`src/rtl/billiard_pkg.sv`:
```
// Shared definitions for the billiard table hole-number display path.
package billiard_pkg;

  localparam int NUM_HOLES = 6;

  // Holes are numbered 1..6; zero is never a valid hole.
  typedef logic [2:0] hole_idx_t;

  typedef enum logic [1:0] {
    ST_IDLE = 2'd0,
    ST_SHOW = 2'd1,
    ST_GAP  = 2'd2
  } state_t;

endpackage

```
`src/rtl/round_robin_arb6.sv`:
```
// Combinational round-robin pick over six hole requests, starting after the last grant.
module round_robin_arb6
  import billiard_pkg::*;
(
  input  logic [NUM_HOLES-1:0] i_req,
  input  hole_idx_t            i_lastGrant,
  output hole_idx_t            o_grant,
  output logic                 o_valid
);

  hole_idx_t w_cand;
  hole_idx_t w_pick;
  logic      w_found;

  // Walk the holes once in cyclic order; the first requesting hole wins.
  always_comb begin
    w_found = 1'b0;
    w_pick  = i_lastGrant;
    w_cand  = (i_lastGrant >= hole_idx_t'(NUM_HOLES)) ? hole_idx_t'(1)
                                                      : i_lastGrant + hole_idx_t'(1);
    for (int k = 0; k < NUM_HOLES; k++) begin
      if (!w_found && i_req[w_cand - hole_idx_t'(1)]) begin
        w_pick  = w_cand;
        w_found = 1'b1;
      end
      w_cand = (w_cand >= hole_idx_t'(NUM_HOLES)) ? hole_idx_t'(1)
                                                  : w_cand + hole_idx_t'(1);
    end
  end

  assign o_grant = w_pick;
  assign o_valid = w_found;

endmodule

```
`src/rtl/hole_number_sequencer.sv`:
```
// Queues pocketed-hole events and shows each hole number for a fixed number of frames.
module hole_number_sequencer
  import billiard_pkg::*;
#(
  parameter int DISPLAY_FRAMES = 60,
  parameter int GAP_FRAMES     = 8
) (
  input  logic                 clk,
  input  logic                 reset,
  input  logic                 startOfFrame,
  input  logic [NUM_HOLES-1:0] pocketEvent,
  output logic [2:0]           holeNumber,
  output logic                 showNumber,
  output logic [NUM_HOLES-1:0] pendingMask,
  output logic                 busy
);

  localparam logic [7:0] SHOW_LAST = 8'(DISPLAY_FRAMES - 1);
  localparam logic [7:0] GAP_LAST  = 8'(GAP_FRAMES - 1);

  state_t               r_state;
  logic [NUM_HOLES-1:0] r_pending;
  logic [7:0]           r_counter;
  hole_idx_t            r_holeNumber;
  hole_idx_t            r_lastGrant;

  hole_idx_t            w_grant;
  logic                 w_grantValid;
  logic                 w_grantFire;
  logic [NUM_HOLES-1:0] w_clearMask;

  round_robin_arb6 u_arb (
    .i_req       (r_pending),
    .i_lastGrant (r_lastGrant),
    .o_grant     (w_grant),
    .o_valid     (w_grantValid)
  );

  assign w_grantFire = (r_state == ST_IDLE) && w_grantValid;
  assign w_clearMask = w_grantFire ? (6'b000001 << (w_grant - hole_idx_t'(1))) : '0;

  // New events are OR-ed in after the grant clear, so a same-edge event survives.
  always_ff @(posedge clk or posedge reset) begin
    if (reset) begin
      r_pending <= '0;
    end else begin
      r_pending <= (r_pending & ~w_clearMask) | pocketEvent;
    end
  end

  always_ff @(posedge clk or posedge reset) begin
    if (reset) begin
      r_state      <= ST_IDLE;
      r_counter    <= 8'd0;
      r_holeNumber <= hole_idx_t'(1);
      r_lastGrant  <= hole_idx_t'(NUM_HOLES);
    end else begin
      case (r_state)
        ST_IDLE: begin
          if (w_grantFire) begin
            r_state      <= ST_SHOW;
            r_counter    <= 8'd0;
            r_holeNumber <= w_grant;
            r_lastGrant  <= w_grant;
          end
        end
        ST_SHOW: begin
          if (startOfFrame) begin
            if (r_counter == SHOW_LAST) begin
              r_counter <= 8'd0;
              r_state   <= (GAP_FRAMES == 0) ? ST_IDLE : ST_GAP;
            end else begin
              r_counter <= r_counter + 8'd1;
            end
          end
        end
        ST_GAP: begin
          if (startOfFrame) begin
            if (r_counter == GAP_LAST) begin
              r_counter <= 8'd0;
              r_state   <= ST_IDLE;
            end else begin
              r_counter <= r_counter + 8'd1;
            end
          end
        end
        default: begin
          r_state   <= ST_IDLE;
          r_counter <= 8'd0;
        end
      endcase
    end
  end

  assign holeNumber  = r_holeNumber;
  assign showNumber  = (r_state == ST_SHOW);
  assign busy        = (r_state != ST_IDLE);
  assign pendingMask = r_pending;

endmodule

```
`config.mk`:
```
export PLATFORM = sky130hd
export DESIGN_NAME = hole_number_sequencer
export DESIGN_NICKNAME = d
export VERILOG_FILES = /design/src/rtl/billiard_pkg.sv /design/src/rtl/round_robin_arb6.sv /design/src/rtl/hole_number_sequencer.sv
export SDC_FILE = /design/constraint.sdc
export NUM_CORES = 1
export LEC_CHECK = 0
export CAP_MARGIN = 15
export CELL_PAD_IN_SITES_DETAIL_PLACEMENT = 1
export CELL_PAD_IN_SITES_GLOBAL_PLACEMENT = 1
export CORE_UTILIZATION = 45
export CTS_CLUSTER_DIAMETER = 200
export DETAILED_ROUTE_END_ITERATION = 12
export PLACE_DENSITY_LB_ADDON = 0.1
export SLEW_MARGIN = 20
export SYNTH_ARGS = -nofsm -noshare
export SYNTH_HDL_FRONTEND = slang
export SYNTH_SLANG_ARGS = --single-unit
```
`constraint.sdc`:
```
create_clock -name clk -period 10.3 [get_ports clk]
set_input_delay 1.03 -clock clk [delete_from_list [all_inputs] [get_ports clk]]
set_output_delay 1.03 -clock clk [all_outputs]
set_load 0.03 [all_outputs]
```
# Yosys cells after proc, flatten, opt, wreduce, memory -nomap -nowiden
# Index checks and enable logic that the tools add are counted.
# word_totals
regBits	22
input_bits	9
out_inout_bits	11
wordCells	103
# classes
addsub	14
order_cmp	12
n_eq_ne	9
n_shift	1
n_mux	43
bitwise_logic	3
n_reduce_logical	16
# op_table
cell	count
2-to-1 mux 8 bit	5
2-to-1 mux 3 bit	12
less-than comparator 3 x 4 -> 1 bit (second input constant)	6
case mux 8 bit (3 select lines)	1
subtractor 3 x 1 -> 3 bit (second input constant)	7
adder 3 x 1 -> 3 bit (second input constant)	6
binary-select mux 1 bit (select 3 bit)	6
>= comparator 3 bit (second input constant)	6
2-to-1 mux 1 bit	12
2-to-1 mux 2 bit	5
adder 8 x 1 -> 8 bit (second input constant)	1
equality test 8 x 3 -> 1 bit (second input constant)	1
equality test 8 x 6 -> 1 bit (second input constant)	1
!= test 2 bit (second input constant)	4
bitwise AND 6 bit	1
logical AND 1 bit	6
2-to-1 mux 6 bit	1
NOT 6 bit	1
bitwise OR 6 bit	1
case mux 2 bit (3 select lines)	1
left shift 1 x 3 -> 6 bit (first input constant)	1
logical NOT 1 bit	5
AND reduction 5 bit	1
AND reduction 3 bit	1
6 further kinds	6

# Longest topological paths before layout
# Gate-level depths: netlist of run 1.
# depth
depth_word	27
mapped_depth	28
mapped_depth_nobuf	25

# Cells and area by module
# Synthesis of run 1 repeated with hierarchy kept, for this count alone.
# unflattened
cells_unflattened	291
area_unflattened_um2	2457.4
# modules_own_cells
module	instances	cells_each	area_each_um2	seq_area_each_um2
round_robin_arb6	1	174	1303.8	0.0
hole_number_sequencer	1	117	1153.6	554.3

# Least setup slack after synthesis of run 1
# No wires, ideal clock.
# synth_timing
path_kind	register to register
from	reg r_lastGrant[1]
to	reg r_pending[0], in the netlist pendingMask[0]
setup_time_ns	0.145
arrival_time_ns	5.904
required_ns	10.155
slack_ns	4.250
path_stages_with_launch	28
n_path_buf	2
period_less_slack_ns	6.050
cell_sequence	dfstp_2 > ha_1 > xor2_2 > nand2_1 > nand2_1 > inv_1 > ha_1 > xnor2_1 > a21oi_1 > o21ba_2 > nor2_1 > inv_1 > ha_1 > clkbuf_1 > or3_1 > o32a_1 > o311ai_2 > nor2_1 > or2_2 > ha_1 > nand2_1 > a21bo_2 > a211oi_1 > mux2_4 > and2_4 > buf_6 > a211oi_2 > a41oi_1
# synth_between
elab_chain_len	27
elab_cells_between_ends	65
classes_between	add/sub: 13; order compare: 6; shift: 1; mux: 31; bitwise: 3; reduce/logical: 11
# synth_rtl
item	line_no	text
start, declared	hole_number_sequencer.sv:25	hole_idx_t r_lastGrant;
start signal, assigned	hole_number_sequencer.sv:56	r_lastGrant <= hole_idx_t'(NUM_HOLES);
start signal, assigned	hole_number_sequencer.sv:64	r_lastGrant <= w_grant;
branches (longest 23 deep; another with adder 3 x 1 -> 3 bit)	-	
2-to-1 mux 6 bit (*)	hole_number_sequencer.sv:40	assign w_clearMask = w_grantFire ? (6'b000001 << (w_grant - hole_idx_t'(1))) : '0;
NOT 6 bit (*)	hole_number_sequencer.sv:47	r_pending <= (r_pending & ~w_clearMask) | pocketEvent;
bitwise AND 6 bit (*)	hole_number_sequencer.sv:47	
bitwise OR 6 bit (*)	hole_number_sequencer.sv:47	
end signal, assigned	hole_number_sequencer.sv:47	
end, declared	hole_number_sequencer.sv:22	logic [NUM_HOLES-1:0] r_pending;
# Every way passes the cells marked *. The select of a mux whose other input is x is not followed.
# A chain may end at the register's enable or synchronous reset.

# Worst setup path after layout of run 1
# layout_timing
from	reg r_lastGrant[2]
to	reg r_counter[3]
# layout_between
elab_chain_len	24
elab_cells_between_ends	55
classes_between	add/sub: 12; order compare: 6; eq/ne: 1; mux: 24; reduce/logical: 12
# layout_rtl
item	line_no	text
adder 3 x 1 -> 3 bit or >= comparator 3 bit (tied branches)	round_robin_arb6.sv:20, round_robin_arb6.sv:19	
2-to-1 mux 3 bit (*)	round_robin_arb6.sv:19	w_cand = (i_lastGrant >= hole_idx_t'(NUM_HOLES)) ? hole_idx_t'(1)
branches (longest 18 deep; another with adder 3 x 1 -> 3 bit)	-	
2-to-1 mux 1 bit (*)	round_robin_arb6.sv:22	if (!w_found && i_req[w_cand - hole_idx_t'(1)]) begin
logical AND 1 bit (*)	hole_number_sequencer.sv:39	assign w_grantFire = (r_state == ST_IDLE) && w_grantValid;
!= test 2 bit (no source line) (*)	-	
AND reduction 3 bit (no source line) (*)	-	
end signal, assigned	hole_number_sequencer.sv:73	r_counter <= r_counter + 8'd1;
end signal, assigned	hole_number_sequencer.sv:83	r_counter <= r_counter + 8'd1;
end, declared	hole_number_sequencer.sv:23	logic [7:0] r_counter;
# Marked as above.

==> results.yml, run 1 <==
timing:
  worst_pin_slew_ns: 0.871
  setup_viol: 0
  period_share: 0.680
  fmax_ghz: 0.143
  rsz0062_at_grt: "no"
  setup_tns_ns: 0
  timing_hold_violations_final: 0
  fin_ws_ns: 3.29
  finalCriticalPeriod_ns: 7.01
  clock_skew_ns: 0.00404
  relSlewSlack: 0.419
  report.final.slew_viol_count: 0
cts:
  cts-root-buf: "clkbuf_8"
  cts_tree: "yes"
  hold_buffers: 0
  clk_pin_slew_ns: 0.08
  cts_resized: 0
  cts.sinks: 22
  cts_setup_buffers: 0
  cts_max_path_buffers: 2
  clock_latency_ns: 0.27
  cts-buffers-inserted: 3
  htreeDepth: 1
worst_setup_path:
  crit_slowest_cell: "dfstp_2"
  ff2ff_path_depth: 23
  critPathMaxFanout: 12
  crit_type: "reg2reg"
  required_ns: 10.44
  endpoint_kind: "flip-flop"
  cp.arrival_ns: 7.15
  path_cells: "ha_1 > nand2b_1 > o21ai_4 > ha_1 > xnor2_1 > a21oi_1 > o21ba_2 > nor2_1 > inv_1 > ha_1 > or3_1 > o32a_1 > o311ai_2 > nor2_1 > or2_2 > ha_1 > nand2_1 > a21bo_2 > a211oi_1 > mux2_4 > o32ai_2 > or2_0 > o21ai_0"
  crit_path_frequent_cell: "ha_1"
  cpPeakStageDelay_ns: 0.72
  critPathLaunchType: "flip-flop"
die:
  core_sq_um: 5240
  ios: 20
  start_util: 0.479
  placementRows: 26
  fp.dieW_um: 76.7
  die-area_sq_um: 5880
  die_y_um: 76.7
final_layout:
  fin_nets: 322
  syn_to_final_growth_pct: 11.0
  antennaDiodeCount: 0
  post-route-util: 0.532
  layout-drive-gt1-share: 0.152
  fillers: 633
route:
  m1WireLength_mm: 3.52
  top_layer: "met4"
  wl_per_cell_um: 19.2
  vias: 2274
  met3_length_um: 128
  first_pass_iters: 4
  drt-total-wl_mm: 7.06
  first_iter_violations: 104
  drc: 0
  wl_met2_mm: 3.28
  ant_nets: 0
  via_per_inst: 6.20
synthesis:
  avgSynthCellArea_sq_um: 8.84
  syn_inst: 284
  synth_area_sq_um: 2510
  ys_ff_latch: 22
  seq_area_frac_synth: 0.221
  syn_nets: 308
  ys_types: 75
  yosysWarnings: 0
  synth_ff_type: "dfrtp_1"
  async_reset_ff_frac: 1.00
  synth_enable_flop_cells: 0
placement:
  dp_slack_ns: 3.31
  io_buffer_count: 19
  dp_hpwl_mm: 5.61
  gp_congestion: 0.853
outcome:
  outcome: "complete, no violations"
min_path:
  hold_path_depth: 1
  min_path_type: "reg2reg"
global_routing:
  antenna_found_initial: 0
  grt_overflow: 0
  grt_usage: 0.258
  grt_max_degree: 23
  grt_pass1_vias: 2393
  grt_pass1_wl_mm: 12.1
flow_run:
  maxCapViolCount: 0
==> routing by layer <==
| layer | track usage | vias to the layer above |
|---|---|---|
| li1 | - | 1102 |
| met5 | 0 | - |
| met3 | 0.0167 | 9 |
| met4 | 0.0846 | 0 |
| met2 | 0.420 | 40 |
| met1 | 0.363 | 1123 |
==> worst max-delay path, delay by kind of cell, from the launching register on <==
| kind | cells | cell delay (ns) |
|---|---|---|
| AOI/OAI and AO/OA | 9 | 2.21 |
| and+or+nand+nor | 7 | 2.07 |
| adders and majority gates | 4 | 1.26 |
| DFF | 1 | 0.72 |
| muxes | 1 | 0.37 |
| xor gates and xnor gates | 1 | 0.14 |
| buffers and inverters | 1 | 0.12 |
==> final cells by class <==
class	count	area, sq um	share of cell area
Multi-Input combinational cell	232	1820	0.655
Sequential cell	22	554	0.199
Timing Repair Buffer	19	190	0.0683
Tap cell	70	87.6	0.0314
Inverter	20	75.1	0.0270
Clock buffer	4	55.1	0.0198
==> cell usage after synthesis (3+ instances only) <==
cell,instances,share of area
buf_2,3,0.0060
a21oi_1,10,0.020
o31ai_1,5,0.015
inv_1,20,0.030
o21ai_0,14,0.028
nand4_1,5,0.012
a21o_1,4,0.012
nor2_1,24,0.036
nor2b_1,5,0.012
mux2i_1,15,0.060
nand3_1,6,0.012
a211oi_1,5,0.015
a41oi_1,6,0.021
mux4_2,3,0.027
mux2_2,9,0.040
dfrtp_1,19,0.19
a211o_1,3,0.010
dfstp_2,3,0.031
ha_1,15,0.075
nand2_1,25,0.037
and3_1,5,0.012
nor3_1,4,0.0080
a311oi_1,3,0.010
nand2b_1,7,0.017
==> logic make-up (layout without fill, tap and decap cells) <==
| logic type | after synthesis | in the layout | share of synthesized area |
|---|---|---|---|
| flops | 22 | 22 | 0.221 |
| simple gates | 94 | 94 | 0.187 |
| fa+ha+maj | 15 | 15 | 0.0748 |
| xor+xnor | 4 | 4 | 0.0244 |
| mux | 31 | 31 | 0.149 |
| buf+inv | 30 | 43 | 0.0528 |
| compound gates | 88 | 88 | 0.291 |
==> placed cells by master (no fill, tap or decap), types with 7 or more instances in the layout <==
cell	synthesis	layout
dfrtp_1	19	19
mux2i_1	15	15
a21oi_1	10	10
nand2_1	25	25
clkdlybuf4s50_1	0	19
o21ai_0	14	14
nor2_1	24	24
mux2_2	9	9
ha_1	15	15
nand2b_1	7	7
inv_1	20	20
==> stage by stage <==
stage          instances  hold WS [ns]  cell area, sq um
6_report             367         0.500              2790
5_1_grt              367         0.517              2790
4_1_cts              367         0.509              2790
3_5_place_dp         363         0.486              2730
3_3_place_gp         363         0.482              2730
2_1_floorplan        284         0.446              2510
==> sequential cells by signal, indices dropped and copies added, names as in the netlist <==
register and flops:
pendingMask 6, r_state 2, r_counter 8, r_lastGrant 3, holeNumber 3
==> worst paths after layout <==
path                                            start                          to  slack [ns]
setup / recovery           r_lastGrant[2]$_DFFE_PP1P_    r_counter[3]$_DFFE_PP0P_        3.29
hold / removal              holeNumber[1]$_DFFE_PP0P_   holeNumber[1]$_DFFE_PP0P_        0.50
setup reg to reg           r_lastGrant[2]$_DFFE_PP1P_    r_counter[3]$_DFFE_PP0P_        3.29
hold reg to reg             holeNumber[1]$_DFFE_PP0P_   holeNumber[1]$_DFFE_PP0P_        0.50
max in group asynchronous                       reset  r_lastGrant[0]$_DFFE_PP0P_        8.53
min in group asynchronous                       reset    pendingMask[1]$_DFF_PP0_        1.24
Power of run 1 is left out: the tool's default activity adds up to more than one toggle a clock period on the data nets, which glitch-free logic cannot reach.
==> inputs of run 2 (changes only) <==
==> constraint.sdc (replaced) <==
create_clock -name clk -period 6.7 [get_ports clk]
set_input_delay 0.67 -clock clk [delete_from_list [all_inputs] [get_ports clk]]
set_output_delay 0.67 -clock clk [all_outputs]
set_load 0.03 [all_outputs]
==> results.yml, run 2 (same netlist as run 1, synthesis figures left out) <==
worst_setup_path:
  r2r_setup_slack_ns: 0.40
  worstReg2RegStart: "r_lastGrant[2]$_DFFE_PP1P_"
  required_ns: 6.86
  critPathLaunchType: "flip-flop"
  ff2ff_path_depth: 25
  crit_type: "reg2reg"
  cp.arrival_ns: 6.46
  critPathMaxFanout: 11
  regToRegEndpoint: "r_state[1]$_DFFE_PP0P_"
  endpoint_kind: "flip-flop"
timing:
  period_share: 0.940
  setup_viol: 0
  relSlewSlack: 0.391
  timing_hold_violations_final: 0
  clock_skew_ns: 0.00779
  finalCriticalPeriod_ns: 6.30
  worst_pin_slew_ns: 0.912
  setup_tns_ns: 0
  report.final.slew_viol_count: 0
  fmax_ghz: 0.159
  rsz0062_at_grt: "no"
final_layout:
  largest_reg_flops: 8
  syn_to_final_growth_pct: 14.6
  antennaDiodeCount: 0
  fillers: 628
  registers.top_by_ff_count: "r_counter"
  final_common_cell: "nand2_1"
  fin_nets: 331
  layout-drive-gt1-share: 0.180
  mostFrequentLayoutCells: "nand2_1 (25), nor2_1 (23), inv_1 (20)"
global_routing:
  grt_pass1_wl_mm: 12.4
  antenna_found_initial: 0
  grt_overflow: 0
  grt_max_degree: 23
  grt_usage: 0.263
  grt_pass1_vias: 2467
die:
  start_util: 0.479
  die-area_sq_um: 5880
  core_sq_um: 5240
  ios: 20
  fp.dieW_um: 76.7
  placementRows: 26
  die_y_um: 76.7
cts:
  cts_resized: 0
  hold_buffers: 0
  clk_pin_slew_ns: 0.08
  clock_latency_ns: 0.27
  cts.sinks: 22
  cts-root-buf: "clkbuf_8"
  cts_tree: "yes"
  cts_setup_buffers: 0
  cts-buffers-inserted: 3
  htreeDepth: 1
  cts_max_path_buffers: 2
route:
  first_iter_violations: 90
  drt-total-wl_mm: 7.39
  wl_per_cell_um: 19.6
  vias: 2340
  via_per_inst: 6.22
  ant_nets: 0
  first_pass_iters: 4
  drc: 0
placement:
  io_buffer_count: 19
  dp_hpwl_mm: 5.69
  gp_congestion: 0.891
min_path:
  min_path_type: "reg2reg"
  hold_path_depth: 1
  min_from: "holeNumber[1]$_DFFE_PP0P_"
  holdPathEnd: "holeNumber[1]$_DFFE_PP0P_"
outcome:
  outcome: "complete, no violations"
flow_run:
  maxCapViolCount: 0
[run 2: how the worst max path moves through the flow]
stage | start | slack [ns] | cells past startpoint | endpoint
after floorplan | r_lastGrant[1]$_DFFE_PP1P_ | 0.65 | 27 | pendingMask[0]$_DFF_PP0_
after global placement | r_lastGrant[1]$_DFFE_PP1P_ | 0.36 | 24 | r_lastGrant[0]$_DFFE_PP0P_
after detailed placement | r_lastGrant[1]$_DFFE_PP1P_ | 0.1 | 24 | r_lastGrant[0]$_DFFE_PP0P_
after CTS | r_lastGrant[1]$_DFFE_PP1P_ | 0.04 | 24 | r_lastGrant[0]$_DFFE_PP0P_
after global routing | r_lastGrant[2]$_DFFE_PP1P_ | 0.02 | 25 | r_state[1]$_DFFE_PP0P_
final | r_lastGrant[2]$_DFFE_PP1P_ | 0.40 | 25 | r_state[1]$_DFFE_PP0P_
[run 2: per-stage QoR]
step	util	hold slack, ns	instance area [sq um]	worst slack (ns)	instances
final	0.549	0.499	2880	0.403	376
after global routing	0.549	0.526	2880	0.0246	376
after CTS	0.543	0.505	2840	0.0418	376
after detailed placement	0.534	0.475	2800	0.0985	372
after global placement	0.534	0.468	2800	0.359	372
after floorplan	-	0.446	2510	0.650	284
[run 2: cell type report]
| cell class | count | area (sq um) | share of cell area |
|---|---|---|---|
| clock buffer | 4 | 45.0 | 0.0157 |
| sequential | 22 | 558 | 0.194 |
| multi-input combinational | 232 | 1850 | 0.644 |
| tap | 70 | 87.6 | 0.0305 |
| inverter | 20 | 75.1 | 0.0261 |
| timing repair buffer | 28 | 258 | 0.0896 |
[run 2: per-layer routing]
layer	wire length (um)	share of wire	global-route usage
met1	3440	0.47	0.353
met2	3600	0.49	0.446
met5	0	0	0
met4	163	0.022	0.0885
met3	181	0.025	0.0179
[run 2: critical path, stage by stage, from the launching register on]
cell and delay [ns]:
dfstp_4 0.72, ha_1 0.26, nor2b_1 0.11, nand2_1 0.21, nand2_1 0.15, inv_1 0.07, ha_1 0.22, inv_1 0.15
o31ai_2 0.39, a31o_4 0.22, a21oi_1 0.13, ha_1 0.36, or3_1 0.36, o32a_1 0.21, o311ai_2 0.15, nor2_1 0.13
or2_2 0.32, ha_1 0.22, nand2_1 0.07, a21bo_2 0.21, a211oi_1 0.28, mux2_4 0.37, o32ai_2 0.29, buf_4 0.21
a21oi_1 0.08, mux2_2 0.28
Power of run 2 is left out for the same reason.
==> inputs of run 3 (changes only) <==
--- a/config.mk
+++ b/config.mk
@@ -15,4 +15,5 @@
 export SLEW_MARGIN = 20
 export SYNTH_ARGS = -nofsm -noshare
 export SYNTH_HDL_FRONTEND = slang
+export SYNTH_HIERARCHICAL = 1
 export SYNTH_SLANG_ARGS = --single-unit
==> results.yml, run 3 <==
final_layout:
  final_cells: 390
  largest_reg_flops: 8
  final_cell_area_sq_um: 2910
  syn_to_final_growth_pct: 18.3
  layout-drive-gt1-share: 0.181
  fin_nets: 350
  fillers: 618
  mostFrequentLayoutCells: "nand2_1 (40), inv_1 (20), dfrtp_1 (19), clkdlybuf4s50_1 (19), ha_1 (18)"
  registers.top_by_ff_count: "r_counter"
  final_common_cell: "nand2_1"
  antennaDiodeCount: 0
die:
  core_sq_um: 5170
  die-area_sq_um: 5760
  die_y_um: 75.9
  start_util: 0.475
  placementRows: 26
  fp.dieW_um: 75.9
  ios: 20
timing:
  relSlewSlack: 0.412
  finalCriticalPeriod_ns: 6.34
  fmax_ghz: 0.158
  period_share: 0.947
  clock_skew_ns: 0.00156
  rsz0062_at_grt: "no"
  timing_hold_violations_final: 0
  report.final.slew_viol_count: 0
  setup_tns_ns: 0
  worst_pin_slew_ns: 0.882
  setup_viol: 0
  fin_ws_ns: 0.356
cts:
  clk_pin_slew_ns: 0.08
  htreeDepth: 1
  cts_max_path_buffers: 2
  cts-buffers-inserted: 3
  cts-root-buf: "clkbuf_8"
  cts.sinks: 22
  cts_tree: "yes"
  clock_latency_ns: 0.26
synthesis:
  avgSynthCellArea_sq_um: 8.44
  syn_nets: 320
  yosys-top-cells-area: "dfrtp_1 (19%), ha_1 (10%), nand2_1 (6.3%)"
  synth_top_area_cell: "dfrtp_1"
  post-synth-top-count-cell: "nand2_1"
  synth_ff_type: "dfrtp_1"
  ys_ff_latch: 22
  synth_enable_flop_cells: 0
  yosysWarnings: 6
  synth_area_sq_um: 2460
  ys_types: 66
  async_reset_ff_frac: 1.00
  synth_commonest_cells: "nand2_1 (41), ha_1 (20), inv_1 (20)"
  seq_area_frac_synth: 0.226
  synth_top_area_share: 0.193
  syn_inst: 291
worst_setup_path:
  crit_path_frequent_cell: "ha_1"
  crit_start: "r_lastGrant[1]$_DFFE_PP1P_"
  required_ns: 6.85
  crit_slowest_cell: "or4_1"
  cpPeakStageDelay_ns: 0.62
  cp-endpoint: "pendingMask[1]$_DFF_PP0_"
  critPathMaxFanout: 6
  endpoint_kind: "flip-flop"
  regToRegEndpoint: "pendingMask[1]$_DFF_PP0_"
  r2r_setup_slack_ns: 0.36
  worstReg2RegStart: "r_lastGrant[1]$_DFFE_PP1P_"
  critPathLaunchType: "flip-flop"
  cp.arrival_ns: 6.49
  crit_type: "reg2reg"
  ff2ff_path_depth: 26
placement:
  dp_slack_ns: 0.0174
  dp_hpwl_mm: 5.64
  placed_area_sq_um: 2770
  io_buffer_count: 19
  placed_cells: 383
  gp_congestion: 0.838
min_path:
  min_path_type: "reg2reg"
  min_from: "holeNumber[0]$_DFFE_PP1P_"
route:
  drc: 0
  drt-total-wl_mm: 7.36
  vias: 2323
  first_iter_violations: 52
  ant_nets: 0
  first_pass_iters: 4
  via_per_inst: 5.96
  wl_per_cell_um: 18.9
flow_run:
  maxCapViolCount: 0
global_routing:
  grt_pass1_vias: 2384
  grt_usage: 0.266
  grt_max_degree: 23
  grt_pass1_wl_mm: 11.3
  grt_overflow: 0
  antenna_found_initial: 0
outcome:
  outcome: "complete, no violations"
==> run 3: cell types whose count changed after synthesis, moves of 5 or more <==
cell / previous run / this run
a41oi_1: 6 / 0
ha_1: 15 / 20
mux2_2: 9 / 3
nand2_1: 25 / 41
nand3_1: 6 / 14
nor2_1: 24 / 18
o21ai_0: 14 / 7
o21ai_1: 1 / 7
==> run 3: metrics by stage <==
step                      hold WS, ns   util
final                           0.464  0.562
after global routing            0.507  0.562
after CTS                       0.471  0.547
after detailed placement        0.459  0.535
after global placement          0.454  0.535
after floorplan                 0.484      -
==> run 3: logic make-up after synthesis <==
group           after synthesis  share of synthesized area
simple gates                118                      0.243
compound gates               79                      0.249
buf+inv                      25                     0.0397
mux                          22                      0.123
flops                        22                      0.226
fa+ha+maj                    20                      0.102
xor+xnor                      5                     0.0178
==> run 3: worst min path at each step <==
stage,end,cells past startpoint
floorplan,r_counter[0]$_DFFE_PP0P_,1
global placement,holeNumber[0]$_DFFE_PP1P_,2
detailed placement,holeNumber[0]$_DFFE_PP1P_,2
CTS,holeNumber[0]$_DFFE_PP1P_,2
global route,holeNumber[0]$_DFFE_PP1P_,2
finish,holeNumber[0]$_DFFE_PP1P_,2
==> run 3: worst max-delay path, delay by kind of cell (launching register included) <==
family / cells / cell delay [ns]
buffers and inverters: 4 / 0.24
adder cells (fa/ha/maj): 6 / 1.60
flip-flops: 1 / 0.58
AO/OA/AOI/OAI: 7 / 1.31
AND/OR/NAND/NOR: 9 / 2.48
==> run 3: repair_timing <==
item | in CTS | in global routing
resized for setup | 1 | 14
hold buffers | 0 | 0
buffers inserted | 0 | 3
cloned | 0 | 0
endpoints found under the setup margin | 1 | 11
pin swaps | 0 | 3
==> run 3: routing by layer <==
layer	up-vias	track usage	wire [um]
met5	-	0	0
met4	0	0.0967	96
met3	8	0.0119	113
met2	35	0.496	3910
met1	1143	0.322	3240
li1	1137	-	-
==> run 3: cell type report <==
cell class	instances	area (sq um)	share of cell area
well taps	70	87.6	0.0301
flip-flops and latches	22	554	0.191
inverters	21	78.8	0.0271
repair buffers	29	263	0.0904
multi-input cells	244	1870	0.643
clock buffers	4	55.1	0.0189
Power of run 3 is left out for the same reason.
==> RTL edit: new RTL, settings of run 3 <==
The package constant `NUM_HOLES` goes from 6 to 3.
--- a/src/rtl/billiard_pkg.sv
+++ b/src/rtl/billiard_pkg.sv
@@ -2,5 +2,5 @@
 package billiard_pkg;
 
-  localparam int NUM_HOLES = 6;
+  localparam int NUM_HOLES = 3;
 
   // Holes are numbered 1..6; zero is never a valid hole.
Ports: changed (resized pendingMask and pocketEvent); port bits go from 20 to 14. The function was not compared with the original's and may differ.
==> RTL edit against run 3 <==
Setup slack gained 1500 ps. Cell count decreased by 45%. Critical path depth shrank 8. Clock skew grew 7.5 ps. Synthesized area is 41% lower. Design area decreased by 44%. Routed wire length decreased by 49%. First-iteration DRC count shrank 5.8%. Sequential cell count shrank 5. Critical path type unchanged.
Power is left out: the tool's default activity adds up to more than one toggle a clock period on the data nets, which glitch-free logic cannot reach.
==> RTL edit: results <==
export IMPL_grtUsageMet3_pct=3.08
export IMPL_fin_nets=187
export IMPL_synth_nets=173
export IMPL_maxSlewHeadroom_pct=53.5
export IMPL_largest_register="r_counter"
export IMPL_inv_count=12
export IMPL_synth_distinct_cells=56
export IMPL_grt_max_degree=18
export IMPL_hold_worst_slack_ps=495
export IMPL_buffer_area_share_pct=7.93
export IMPL_worst_path_max_fanout=10
export IMPL_netlist_top_cells_count="22 x nand2_1, 15 x dfrtp_1, 11 x ha_1, 11 x inv_1, 8 x nand3_1"
export IMPL_clockRootBuffer="clkbuf_4"
export IMPL_fillers=361
export IMPL_clockNetworkAreaShare_pct=1.68
export IMPL_multi_input_area_um2=955
export IMPL_clkLatencyLatePin_ps=310
export IMPL_reg2reg_slack_ps=1870
export IMPL_cp_data_arrival_time_ps=5040
export IMPL_grt_first_pass_wirelength_mm=6.36
export IMPL_multi_input_cells=123
export IMPL_hold_start="holeNumber[1]"
export IMPL_port_buffers=13
export IMPL_reg2reg_from="holeNumber[2]"
export IMPL_fin_skew_ps=9.10
export IMPL_place_congestion=0.966
export IMPL_routed_wirelength_mm=3.75
export IMPL_dp_hpwl_mm=2.91
export IMPL_fin_cells=213
export IMPL_postLayoutCoreUtil_pct=53.7
export IMPL_clkbuf_count=3
export IMPL_synthTopCellsByArea="dfrtp_1 26%, ha_1 9.5%, nand2_1 5.7%"
export IMPL_use_met2_pct=48.7
export IMPL_routed_wl_met3_um=53
export IMPL_core_area_mm2=0.00305
export IMPL_r2r_end="r_state[0]"
export IMPL_cp_slowest_cell="dfrtp_1"
export IMPL_seq_cells=17
export IMPL_place_area_mm2=0.00161
export IMPL_drtIter0Drc=49
export IMPL_avgViaCountPerCell=5.85
export IMPL_outcome="finished clean"
export IMPL_avgSynthCellArea_um2=9.30
export IMPL_wl_met2_mm=2.14
export IMPL_reg2reg_depth=18
export IMPL_holdPathEnd="holeNumber[1]"
export IMPL_cts_resized=0
export IMPL_grt_met1_usage_pct=27.0
[RTL edit: changes by cell type after synthesis, sizes merged, moves of 6 or more]
cell,change
nand2,-18
inv,-9
a21oi,-9
nand3,-6
ha,-9
a21o,-8
nor2,-11
a211oi,-6
o21ai,-7
mux2i,-6
[RTL edit: worst max-delay path by stage]
stage          cells past startpoint           end  slack, ps          start
6_report                          18    r_state[0]       1870  holeNumber[2]
5_1_grt                           18  r_counter[5]       1540  holeNumber[2]
4_1_cts                           18    r_state[0]       1850  holeNumber[2]
3_5_place_dp                      18    r_state[0]       1880  holeNumber[2]
3_3_place_gp                      18    r_state[0]       2060  holeNumber[2]
2_1_floorplan                     19    r_state[0]       2250  holeNumber[2]
[RTL edit: cell families after synthesis]
kind of cell	count (synthesis)	synth area share, %
simple gates	65	26.9
compound gates	38	22.7
flops	17	29.5
buf+inv	16	4.66
fa+ha+maj	11	9.49
mux	9	6.73
